===== src/rtl/uart_pkg.sv =====
// uart_pkg
//   Shared constants for uart_periph: register offsets from ADDR_BASE,
//   CON bit positions, TX/RX state encodings and the frame length.
//   Build option: UART_PARITY_EN adds an even parity bit between the data
//   bits and the stop bit (11-bit frame instead of 8N1).
package uart_pkg;

    localparam logic [31:0] OFF_TXD = 32'd0;
    localparam logic [31:0] OFF_RXD = 32'd4;
    localparam logic [31:0] OFF_CON = 32'd8;

    localparam int CON_TX_IE   = 0;
    localparam int CON_RX_IE   = 1;
    localparam int CON_RX_DONE = 2;
    localparam int CON_TX_DONE = 3;
    localparam int CON_TX_BUSY = 4;
    localparam int CON_RX_ERR  = 5;

    localparam logic [2:0] ST_IDLE   = 3'd0;
    localparam logic [2:0] ST_START  = 3'd1;
    localparam logic [2:0] ST_DATA   = 3'd2;
    localparam logic [2:0] ST_PARITY = 3'd3;
    localparam logic [2:0] ST_STOP   = 3'd4;

`ifdef UART_PARITY_EN
    localparam int FRAME_BITS = 11;
`else
    localparam int FRAME_BITS = 10;
`endif

    typedef enum logic [2:0] {
        TX_IDLE   = ST_IDLE,
        TX_START  = ST_START,
        TX_DATA   = ST_DATA,
`ifdef UART_PARITY_EN
        TX_PARITY = ST_PARITY,
`endif
        TX_STOP   = ST_STOP
    } tx_state_t;

    typedef enum logic [2:0] {
        RX_IDLE   = ST_IDLE,
        RX_START  = ST_START,
        RX_DATA   = ST_DATA,
`ifdef UART_PARITY_EN
        RX_PARITY = ST_PARITY,
`endif
        RX_STOP   = ST_STOP
    } rx_state_t;

endpackage


===== src/rtl/uart_bit_timer.sv =====
// uart_bit_timer
//   Bit-period timer. Counts 0..limit-1 and pulses tick on the last count,
//   wrapping to 0 on the same edge. limit is BAUD_DIV, or BAUD_DIV>>1 while
//   half is high (used to reach the middle of the RX start bit).
// Ports
//   clk    in  system clock
//   reset  in  asynchronous active-low reset
//   start  in  restart the count from 0 on the next edge
//   half   in  select the half-bit terminal count
//   tick   out terminal count reached this cycle
module uart_bit_timer #(
    parameter int BAUD_DIV = 5208
) (
    input  logic clk,
    input  logic reset,
    input  logic start,
    input  logic half,
    output logic tick
);

    localparam int            CW      = $clog2(BAUD_DIV);
    localparam logic [CW-1:0] FULL_TC = CW'(BAUD_DIV - 1);
    localparam logic [CW-1:0] HALF_TC = CW'((BAUD_DIV >> 1) - 1);

    logic [CW-1:0] cnt;

    assign tick = (cnt == (half ? HALF_TC : FULL_TC));

    always_ff @(posedge clk or negedge reset) begin
        if (!reset) begin
            cnt <= '0;
        end else if (start || tick) begin
            cnt <= '0;
        end else begin
            cnt <= cnt + 1'b1;
        end
    end

endmodule


===== src/rtl/uart_periph.sv =====
// uart_periph
//   Memory-mapped UART on the CPU load/store port. TXD (base) starts a
//   frame, RXD (base+4) holds the last good byte, CON (base+8) holds the
//   interrupt enables and the sticky status flags.
//   Build option: UART_PARITY_EN selects an 11-bit frame with even parity.
// Ports
//   clk      in   system clock
//   reset    in   asynchronous active-low reset
//   rd, wr   in   bus read / write strobes
//   addr     in   byte address (word aligned)
//   wdata    in   write data ([7:0] for TXD, [1:0] for CON)
//   rdata    out  combinational read data, 0 when not addressed
//   uart_rx  in   serial input, asynchronous
//   uart_tx  out  serial output, idle high
//   irqout   out  level interrupt request
//
// TX / RX state | meaning
//   IDLE        | line idle; TX waits for a TXD write, RX for a falling edge
//   START       | start bit; RX re-checks the line at half a bit
//   DATA        | 8 data bits, LSB first
//   PARITY      | even parity bit (UART_PARITY_EN only)
//   STOP        | stop bit; TX raises tx_done, RX commits or flags rx_err
module uart_periph
    import uart_pkg::*;
#(
    parameter int          BAUD_DIV  = 5208,
    parameter logic [31:0] ADDR_BASE = 32'h4000_0018
) (
    input  logic        clk,
    input  logic        reset,
    input  logic        rd,
    input  logic        wr,
    input  logic [31:0] addr,
    input  logic [31:0] wdata,
    output logic [31:0] rdata,
    input  logic        uart_rx,
    output logic        uart_tx,
    output logic        irqout
);

    logic        hit_txd, hit_rxd, hit_con;
    logic        txd_wr, con_wr, con_rd;
    logic [7:0]  txd_q, rxd_q;
    logic        tx_ie, rx_ie, rx_done, tx_done, rx_err, tx_busy;
    logic        tx_done_set, rx_done_set, rx_err_set;
    logic [31:0] con_val;
    logic        unused_wdata;

    tx_state_t   tx_state, tx_next;
    logic [7:0]  tx_data_q, tx_data_d;
    logic [2:0]  tx_bit_q, tx_bit_d;
    logic        tx_line_d, tx_tmr_start, tx_tick;

    rx_state_t   rx_state, rx_next;
    logic        rx_meta, rx_sync, rx_prev;
    logic [7:0]  rx_shift_q, rx_shift_d;
    logic [2:0]  rx_bit_q, rx_bit_d;
    logic        rx_perr_q, rx_perr_d;
    logic        rx_tmr_start, rx_half, rx_tick;

    // ---------------- bus decode and registers ----------------
    assign hit_txd = (addr == ADDR_BASE + OFF_TXD);
    assign hit_rxd = (addr == ADDR_BASE + OFF_RXD);
    assign hit_con = (addr == ADDR_BASE + OFF_CON);
    assign txd_wr  = wr & hit_txd;
    assign con_wr  = wr & hit_con;
    assign con_rd  = rd & hit_con;

    // Upper write-data bits have no destination in this block.
    assign unused_wdata = ^wdata[31:8];

    assign tx_busy = (tx_state != TX_IDLE);

    always_comb begin
        con_val              = '0;
        con_val[CON_TX_IE]   = tx_ie;
        con_val[CON_RX_IE]   = rx_ie;
        con_val[CON_RX_DONE] = rx_done;
        con_val[CON_TX_DONE] = tx_done;
        con_val[CON_TX_BUSY] = tx_busy;
        con_val[CON_RX_ERR]  = rx_err;
    end

    always_comb begin
        rdata = '0;
        if (rd) begin
            if (hit_txd)      rdata = {24'h0, txd_q};
            else if (hit_rxd) rdata = {24'h0, rxd_q};
            else if (hit_con) rdata = con_val;
        end
    end

    // Status flags: a set event on the same edge as a CON read wins, so
    // no completion is ever lost to a concurrent poll.
    always_ff @(posedge clk or negedge reset) begin
        if (!reset) begin
            txd_q   <= '0;
            rxd_q   <= '0;
            tx_ie   <= 1'b0;
            rx_ie   <= 1'b0;
            rx_done <= 1'b0;
            tx_done <= 1'b0;
            rx_err  <= 1'b0;
            irqout  <= 1'b0;
        end else begin
            if (txd_wr) txd_q <= wdata[7:0];
            if (con_wr) begin
                tx_ie <= wdata[CON_TX_IE];
                rx_ie <= wdata[CON_RX_IE];
            end
            if (rx_done_set) rxd_q <= rx_shift_q;

            if (rx_done_set) rx_done <= 1'b1;
            else if (con_rd) rx_done <= 1'b0;
            if (tx_done_set) tx_done <= 1'b1;
            else if (con_rd) tx_done <= 1'b0;
            if (rx_err_set)  rx_err  <= 1'b1;
            else if (con_rd) rx_err  <= 1'b0;

            irqout <= (tx_ie & tx_done) | (rx_ie & rx_done);
        end
    end

    // ---------------- transmitter ----------------
    uart_bit_timer #(.BAUD_DIV(BAUD_DIV)) u_tx_timer (
        .clk   (clk),
        .reset (reset),
        .start (tx_tmr_start),
        .half  (1'b0),
        .tick  (tx_tick)
    );

    always_ff @(posedge clk or negedge reset) begin
        if (!reset) begin
            tx_state  <= TX_IDLE;
            tx_data_q <= '0;
            tx_bit_q  <= '0;
            uart_tx   <= 1'b1;
        end else begin
            tx_state  <= tx_next;
            tx_data_q <= tx_data_d;
            tx_bit_q  <= tx_bit_d;
            uart_tx   <= tx_line_d;
        end
    end

    // uart_tx is registered: each branch chooses the line level for the
    // state being entered.
    always_comb begin
        tx_next      = tx_state;
        tx_data_d    = tx_data_q;
        tx_bit_d     = tx_bit_q;
        tx_line_d    = uart_tx;
        tx_tmr_start = 1'b0;
        tx_done_set  = 1'b0;
        case (tx_state)
            TX_IDLE: begin
                tx_line_d = 1'b1;
                if (txd_wr) begin
                    tx_next      = TX_START;
                    tx_data_d    = wdata[7:0];
                    tx_line_d    = 1'b0;
                    tx_tmr_start = 1'b1;
                end
            end
            TX_START: if (tx_tick) begin
                tx_next   = TX_DATA;
                tx_bit_d  = 3'd0;
                tx_line_d = tx_data_q[0];
            end
            TX_DATA: if (tx_tick) begin
                if (tx_bit_q == 3'd7) begin
`ifdef UART_PARITY_EN
                    tx_next   = TX_PARITY;
                    tx_line_d = ^tx_data_q;
`else
                    tx_next   = TX_STOP;
                    tx_line_d = 1'b1;
`endif
                end else begin
                    tx_bit_d  = tx_bit_q + 3'd1;
                    tx_line_d = tx_data_q[tx_bit_d];
                end
            end
`ifdef UART_PARITY_EN
            TX_PARITY: if (tx_tick) begin
                tx_next   = TX_STOP;
                tx_line_d = 1'b1;
            end
`endif
            TX_STOP: if (tx_tick) begin
                tx_next     = TX_IDLE;
                tx_line_d   = 1'b1;
                tx_done_set = 1'b1;
            end
            default: begin
                tx_next   = TX_IDLE;
                tx_line_d = 1'b1;
            end
        endcase
    end

    // ---------------- receiver ----------------
    assign rx_half = (rx_state == RX_START);

    uart_bit_timer #(.BAUD_DIV(BAUD_DIV)) u_rx_timer (
        .clk   (clk),
        .reset (reset),
        .start (rx_tmr_start),
        .half  (rx_half),
        .tick  (rx_tick)
    );

    // Synchronizer and edge-detect flops reset high to match an idle line.
    always_ff @(posedge clk or negedge reset) begin
        if (!reset) begin
            rx_meta    <= 1'b1;
            rx_sync    <= 1'b1;
            rx_prev    <= 1'b1;
            rx_state   <= RX_IDLE;
            rx_shift_q <= '0;
            rx_bit_q   <= '0;
            rx_perr_q  <= 1'b0;
        end else begin
            rx_meta    <= uart_rx;
            rx_sync    <= rx_meta;
            rx_prev    <= rx_sync;
            rx_state   <= rx_next;
            rx_shift_q <= rx_shift_d;
            rx_bit_q   <= rx_bit_d;
            rx_perr_q  <= rx_perr_d;
        end
    end

    always_comb begin
        rx_next      = rx_state;
        rx_shift_d   = rx_shift_q;
        rx_bit_d     = rx_bit_q;
        rx_perr_d    = rx_perr_q;
        rx_tmr_start = 1'b0;
        rx_done_set  = 1'b0;
        rx_err_set   = 1'b0;
        case (rx_state)
            RX_IDLE: if (rx_prev && !rx_sync) begin
                rx_next      = RX_START;
                rx_tmr_start = 1'b1;
            end
            RX_START: if (rx_tick) begin
                if (!rx_sync) begin
                    rx_next   = RX_DATA;
                    rx_bit_d  = 3'd0;
                    rx_perr_d = 1'b0;
                end else begin
                    rx_next = RX_IDLE;
                end
            end
            RX_DATA: if (rx_tick) begin
                rx_shift_d = {rx_sync, rx_shift_q[7:1]};
                rx_bit_d   = rx_bit_q + 3'd1;
                if (rx_bit_q == 3'd7) begin
`ifdef UART_PARITY_EN
                    rx_next = RX_PARITY;
`else
                    rx_next = RX_STOP;
`endif
                end
            end
`ifdef UART_PARITY_EN
            RX_PARITY: if (rx_tick) begin
                rx_perr_d = rx_sync ^ (^rx_shift_q);
                rx_next   = RX_STOP;
            end
`endif
            RX_STOP: if (rx_tick) begin
                rx_next = RX_IDLE;
                if (rx_sync && !rx_perr_q) rx_done_set = 1'b1;
                else                       rx_err_set  = 1'b1;
            end
            default: rx_next = RX_IDLE;
        endcase
    end

endmodule

===== config.mk =====
export PLATFORM = sky130hd
export DESIGN_NAME = uart_periph
export DESIGN_NICKNAME = d
export VERILOG_FILES = /design/src/rtl/uart_pkg.sv /design/src/rtl/uart_bit_timer.sv /design/src/rtl/uart_periph.sv
export SDC_FILE = /design/constraint.sdc
export NUM_CORES = 1
export LEC_CHECK = 0
export BUFFER_PORTS_ARGS = -buffer_cell sky130_fd_sc_hd__buf_2
export CAP_MARGIN = 20
export CORE_MARGIN = 4
export CORE_UTILIZATION = 48
export DETAILED_ROUTE_END_ITERATION = 10
export GPL_TIMING_DRIVEN = 0
export PLACE_DENSITY_LB_ADDON = 0.15
export SYNTH_ARGS = -nofsm -noshare
export SYNTH_HDL_FRONTEND = slang
export SYNTH_SLANG_ARGS = --single-unit
export TNS_END_PERCENT = 50

===== constraint.sdc =====
create_clock -name clk -period 1.91 [get_ports clk]
set_input_delay 0 -clock clk [delete_from_list [all_inputs] [get_ports clk]]
set_output_delay 0 -clock clk [all_outputs]
set_load 0.05 [all_outputs]

==> results.yml, run 1 <==
drt:
  vias_per_cell: 5.23
  wl_met2_um: 4300
  m1WireLength_um: 3990
  postRouteAntennaNets: 0
  route.top_layer_used: "met4"
  routed-via-count: 3213
  wl_per_cell_um: 14.6
  firstDrtPassIters: 4
  wl_met3_um: 562
  drc_errors: 0
  finalWirelength_um: 8960
  drtIter0Drc: 165
synth:
  syn_area_per_cell_um2: 10.7
  synth_edf_count: 0
  ys_types: 62
  synth_area_leaders: "dfrtp_1, mux2_2, buf_4"
  synth_ff_type: "dfrtp_1"
  synth_area_um2: 4200
  synth_compound_area_share_pct: 7.10
  syn_inst: 391
  ys_seq_area_share_pct: 47.8
  synth_top_area_cell: "dfrtp_1"
  synthAdderAreaFrac_pct: 1.79
  synth.most_common_cell: "dfrtp_1"
  synth_top_family_by_area: "simple AND/OR/NAND/NOR gates"
  synthMuxAreaShare_pct: 12.0
  ys_warn_count: 0
  ys_seq_elements: 80
  synthArstFlopShare_pct: 100
  synth_top_area_share_pct: 45.3
  yosys.area_share.simple_pct: 19.9
  synth-xor-area-share_pct: 4.59
  synthTopCellsByCount: "dfrtp_1, nor2_1, mux2_2"
critical_path:
  path_cells: "ha_4, mux4_2, mux2_4, a211o_1, a2bb2oi_2"
  slowest_delay_ps: 500
  crit_arrival_ps: 2260
  worstSetupEndpointType: "flip-flop"
  required_ps: 2180
  slowest_stage: "mux4_2"
  worst_setup_path_start_kind: "flip-flop"
  worstReg2RegStart: "tx_bit_q[0]$_DFFE_PN0P_"
  path_class: "reg2reg"
  path_max_fanout: 3
  cp-startpoint: "tx_bit_q[0]$_DFFE_PN0P_"
floorplanning:
  coreArea_um2: 8340
  rows: 33
  die_w_um: 101
  die_area_um2: 10300
  dieHeight_um: 101
  initial_core_util_pct: 50.3
  ios: 103
sta:
  fmax_mhz: 504
  worst_slew_pin_slew_ps: 534
  slew_headroom_pct: 64.4
  final.period_utilization_pct: 104
  clock_skew_ps: 10.7
  drv_slew: 0
  hold_viol_final: 0
  rsz0062_at_grt: "yes"
  setup_viol: 15
  fin_ws_ps: -73.8
  period_needed_ps: 1980
  fin_tns_setup_ps: -209
clocking:
  numCtsBuffers: 9
  clk_pin_slew_ps: 80
  clock_latency_ps: 350
  cts-htree-levels: 3
  clockBufferDepth: 2
  root_buffer: "clkbuf_8"
  cts.sinks: 80
  cts_tree: "built"
run_status:
  violations: "negative setup slack"
  status: "complete, but fails checks"
hold_path:
  hold_start: "wr"
  hp-class: "in2reg"
run:
  cap_violations: 0
power:
  power_density_nw_per_um2: 672
  peakVddDrop_uv: 366
  total_power_uw: 3610
  p_leak_uw: 0.00255
place:
  gp_congestion: 0.800
  hpwl_um: 6320
  io_buffers: 52
grt:
  antenna_found_initial: 0
  grt_usage_pct: 18.6
  grt_pass1_vias: 3281
  grt.overflow.total: 0
  grt_start_max_net_pins: 62
  grt_pass1_wl_um: 15200
final_layout:
  drive_above_1_share_pct: 37.9
  area_growth_pct: 28.3
  multiInputGateArea_um2: 2200
  nets: 579
  diodes: 0
  n_fill_cell: 691
  ff_latch_area_um2: 2010
## layout by cell type, fill, tap and decap left out, types with 3 or more instances in the layout
cell           Yosys  final
dfrtp_1           76     76
buf_2              5     45
buf_4             25     44
nor2_1            40     39
mux2_2            38     30
nand2_1           29     28
conb_1             1     24
xor2_1            11     11
xnor2_1           11     11
inv_1             10     10
clkbuf_8           0     10
dlygate4sd3_1      0     10
nand3_1           10      9
buf_6              0      8
mux2_4             0      8
clkbuf_1           6      7
o21ai_0            9      7
a21o_1             6      6
nand4_1            6      6
nor3b_1            6      6
and3_1             5      5
a21oi_1            9      5
nor2b_1            5      5
nor4_2             2      4
nor4_1             7      4
nand4b_1           4      4
a21oi_2            0      4
nor3_1             5      4
nand2b_1           5      4
dfstp_2            4      4
or4_1              3      3
or3_1              3      3
nand3b_1           3      3
mux2i_1            3      3
ha_1               6      3
## final timing paths
kind                                               endpoint  slack [ps]  cells past startpoint
worst max register to register          uart_tx$_DFFE_PN1P_         -70                      5
worst max-delay path                    uart_tx$_DFFE_PN1P_         -70                      5
max in group asynchronous                 rx_sync$_DFF_PN1_        1210                      3
min in group asynchronous       u_rx_timer.cnt[7]$_DFF_PN0_          70                      2
worst min-delay path                tx_state[0]$_DFFE_PN0P_          50                      3
worst min register to register            rx_sync$_DFF_PN1_         360                      0
## critical path, delay by kind of cell, from the launching register on
| family | cells | cell delay (ps) |
|---|---|---|
| mux | 2 | 780 |
| compound gates | 2 | 400 |
| flops | 1 | 420 |
| fa+ha+maj | 1 | 310 |
## layer usage
layer | vias up | global-route usage, %
li1 | 1557 | -
met1 | 1551 | 24.6
met2 | 96 | 30.4
met3 | 9 | 4.48
met4 | 0 | 5.83
met5 | - | 0
## registers in the layout, indices dropped and copies added, names as in the netlist, 8 cells and up
signal,count
txd_q,8
tx_data_q,8
u_rx_timer.cnt,13
rxd_q,8
rx_shift_q,8
u_tx_timer.cnt,13
## cells by family (layout without fill, tap and decap cells)
kind of cell,count (synthesis),count (layout)
multiplexers,43,43
adder cells (fa/ha/maj),6,6
AND/OR/NAND/NOR,148,149
AO/OA/AOI/OAI,43,43
XOR/XNOR,22,22
buffers and inverters,48,142
flip-flops,80,80
other,1,24
## timing repair
item	in CTS	in global routing
hold endpoints to repair	95	0
hold buffers	10	0
cloned	0	1
endpoints found under the setup margin	42	42
pin swaps	8	10
setup buffers	10	6
resized for setup	28	30
## area by class of cell
type | instances | share of cell area, %
multi-input combinational | 287 | 40.9
sequential | 80 | 37.3
timing repair buffer | 79 | 10.0
buffer | 37 | 4.91
clock buffer | 11 | 2.63
tap | 105 | 2.44
clock inverter | 5 | 1.05
inverter | 10 | 0.698
## per-stage QoR
stage               cell area, um2  worst slack [ps]  utilization (%)  hold WS, ps  std cells
detailed placement            4710              -270             56.5        -87.3        572
CTS                           5210             -69.5             62.5         41.7        608
floorplan                     4290              -406                -         -296        414
global route                  5380              -144             64.5         83.7        614
finish                        5380             -73.8             64.5         51.5        614
global placement              4680              -207             56.1          105        571
## report_power, final
group,total (uW),switching [uW],internal [uW],leakage [uW]
logic,561,333,227,0.00140
clock network,1250,615,638,0.0000993
registers,1800,45.2,1760,0.00106
Note: power is estimated with default switching activity, not from simulation.
==> run 2, diff against run 1 <==
==> constraint.sdc (replaced) <==
create_clock -name clk -period 1.91 [get_ports clk]
set_input_delay 0.0955 -clock clk [delete_from_list [all_inputs] [get_ports clk]]
set_output_delay 0.0955 -clock clk [all_outputs]
set_load 0.05 [all_outputs]
==> run 2 against run 1 <==
Net effect: the flow still finishes with violations (negative setup slack); hold slack got worse by 28 ps; final cell count is 0.65% higher; flip-flop and latch count unchanged; critical endpoint is now rx_shift_q[0]$_DFFE_PN0P_; first-iteration DRC count decreased by 18%; clock power shrank 9.6%; non-clock buffer count rose by 5; sequential power hardly changed; via count is 0.19% lower; sequential share of layout area is 0.62 points lower.
==> results.yml, run 2 (synthesized netlist as in run 1, its figures left out) <==
run_status:
  status: "complete, but fails checks"
  violations: "negative setup slack"
clocking:
  cts_tree: "built"
  cts.sinks: 80
  clock_latency_ps: 350
  clk_pin_slew_ps: 80
  cts-htree-levels: 3
  root_buffer: "clkbuf_8"
  clockBufferDepth: 2
  numCtsBuffers: 9
power:
  power_density_nw_per_um2: 646
  p_sw_share_pct: 28.7
  power_frac_comb_pct: 16.9
  p_sw_uw: 1010
  pwr-share-clk_pct: 32.0
  peakVddDrop_uv: 336
  seqPwrFrac_pct: 51.1
  p_leak_uw: 0.00259
  internal_power_uw: 2520
sta:
  drv_slew: 0
  final.period_utilization_pct: 103
  slew_headroom_pct: 61.3
  setup_viol: 12
  fmax_mhz: 511
  clock_skew_ps: 11.6
  period_needed_ps: 1960
  whs_ps: 23.7
  fin_tns_setup_ps: -398
  hold_viol_final: 0
  worst_slew_pin_slew_ps: 580
  rsz0062_at_grt: "yes"
  fin_ws_ps: -47.8
place:
  placed_cell_area_um2: 4750
  io_buffers: 52
  hpwl_um: 6400
  gp_congestion: 0.842
  post-place-ws_ps: -334
drt:
  wl_per_cell_um: 15.2
  firstDrtPassIters: 4
  drtIter0Drc: 136
  routed-via-count: 3207
  postRouteAntennaNets: 0
  vias_per_cell: 5.19
  drc_errors: 0
  finalWirelength_um: 9420
final_layout:
  final_cell_area_um2: 5480
  final_util_pct: 65.7
  layout_commonest_cell: "dfrtp_1"
  n_fill_cell: 668
  nets: 583
  reg.largest.list: "u_rx_timer.cnt: 13 flops, u_tx_timer.cnt: 13 flops"
  diodes: 0
  drive_above_1_share_pct: 40.9
  final_cell_mix: "dfrtp_1, buf_4, buf_2"
  area_growth_pct: 30.5
floorplanning:
  dieHeight_um: 101
  coreArea_um2: 8340
  die_w_um: 101
  ios: 103
  die_area_um2: 10300
  initial_core_util_pct: 50.3
  rows: 33
grt:
  grt_pass1_wl_um: 15400
  grt_usage_pct: 18.9
  grt.overflow.total: 0
  grt_start_max_net_pins: 61
  antenna_found_initial: 0
  grt_pass1_vias: 3128
hold_path:
  hp-class: "in2reg"
  hold_start: "wdata[2]"
critical_path:
  worstReg2RegStart: "rx_state[1]$_DFFE_PN0P_"
  path_max_fanout: 5
  cp-startpoint: "rx_state[1]$_DFFE_PN0P_"
  rrSetupSlack_ps: -50
  path_cells: "or3b_4, buf_4, nor3_4, o21ai_2, nand2b_4, buf_6, mux2_4"
  worstSetupEndpointType: "flip-flop"
  slowest_delay_ps: 420
  path_class: "reg2reg"
  crit_arrival_ps: 2190
  slowest_stage: "or3b_4"
  required_ps: 2140
  worst_setup_path_start_kind: "flip-flop"
run:
  cap_violations: 0
-- run 2: cell types whose count changed in the layout (fill, tap and decap cells not counted), sizes merged --
cell / change
buf: +9
dlygate4sd3: -3
bufinv: -1
nand2b: -1
-- run 2: power by group through the flow --
stage | Combinational (uW) | Sequential (uW) | Clock (uW)
3_5_place_dp | 484 | 1840 | 0
2_1_floorplan | 344 | 1820 | 0
4_1_cts | 532 | 1800 | 1150
5_1_grt | 649 | 1820 | 1240
3_3_place_gp | 464 | 1840 | 0
6_report | 596 | 1810 | 1130
-- run 2: path summary, 6_finish.rpt --
check | to | depth (start not counted)
max | rx_shift_q[0]$_DFFE_PN0P_ | 7
min | tx_data_q[2]$_DFFE_PN0P_ | 2
max reg2reg | rx_shift_q[0]$_DFFE_PN0P_ | 7
min reg2reg | rx_sync$_DFF_PN1_ | 0
max in group asynchronous | rx_meta$_DFF_PN1_ | 3
min in group asynchronous | tx_bit_q[2]$_DFFE_PN0P_ | 2
-- run 2: through the flow --
step / std cells / power [uW]
final: 618 / 3540
after global routing: 618 / 3710
after CTS: 610 / 3490
after detailed placement: 572 / 2320
after global placement: 571 / 2300
after floorplan: 414 / 2170
-- run 2: repair_timing --
action / 4_1_cts / 5_1_grt
cloned: 1 / 1
endpoints found under the setup margin: 44 / 51
hold buffers: 7 / 0
gates resized for setup: 46 / 31
pin swaps: 15 / 9
endpoints found under the hold margin: 84 / 0
setup buffers: 14 / 9
-- run 2: cell type report --
cell class | instances | area (um2) | share of cell area, %
Sequential cell | 80 | 2010 | 36.7
Inverter | 10 | 37.5 | 0.685
Tap cell | 105 | 131 | 2.40
Timing Repair Buffer | 85 | 603 | 11.0
Buffer | 36 | 262 | 4.77
Clock inverter | 4 | 30.0 | 0.548
Clock buffer | 12 | 145 | 2.65
Multi-Input combinational cell | 286 | 2260 | 41.3
-- run 2: worst max-delay path: cells and delay by family (launching register included) --
| kind | cells | cell delay [ps] |
|---|---|---|
| AOI/OAI and AO/OA | 1 | 100 |
| buffers and inverters | 2 | 290 |
| DFF | 1 | 390 |
| muxes | 1 | 300 |
| and+or+nand+nor | 3 | 760 |
-- run 2: layer usage --
layer	vias up	GRT usage (%)	wire length, um
met3	12	2.82	337
met1	1566	25.4	4210
met4	0	5.42	141
li1	1567	-	-
met5	-	0	0
met2	62	31.8	4730
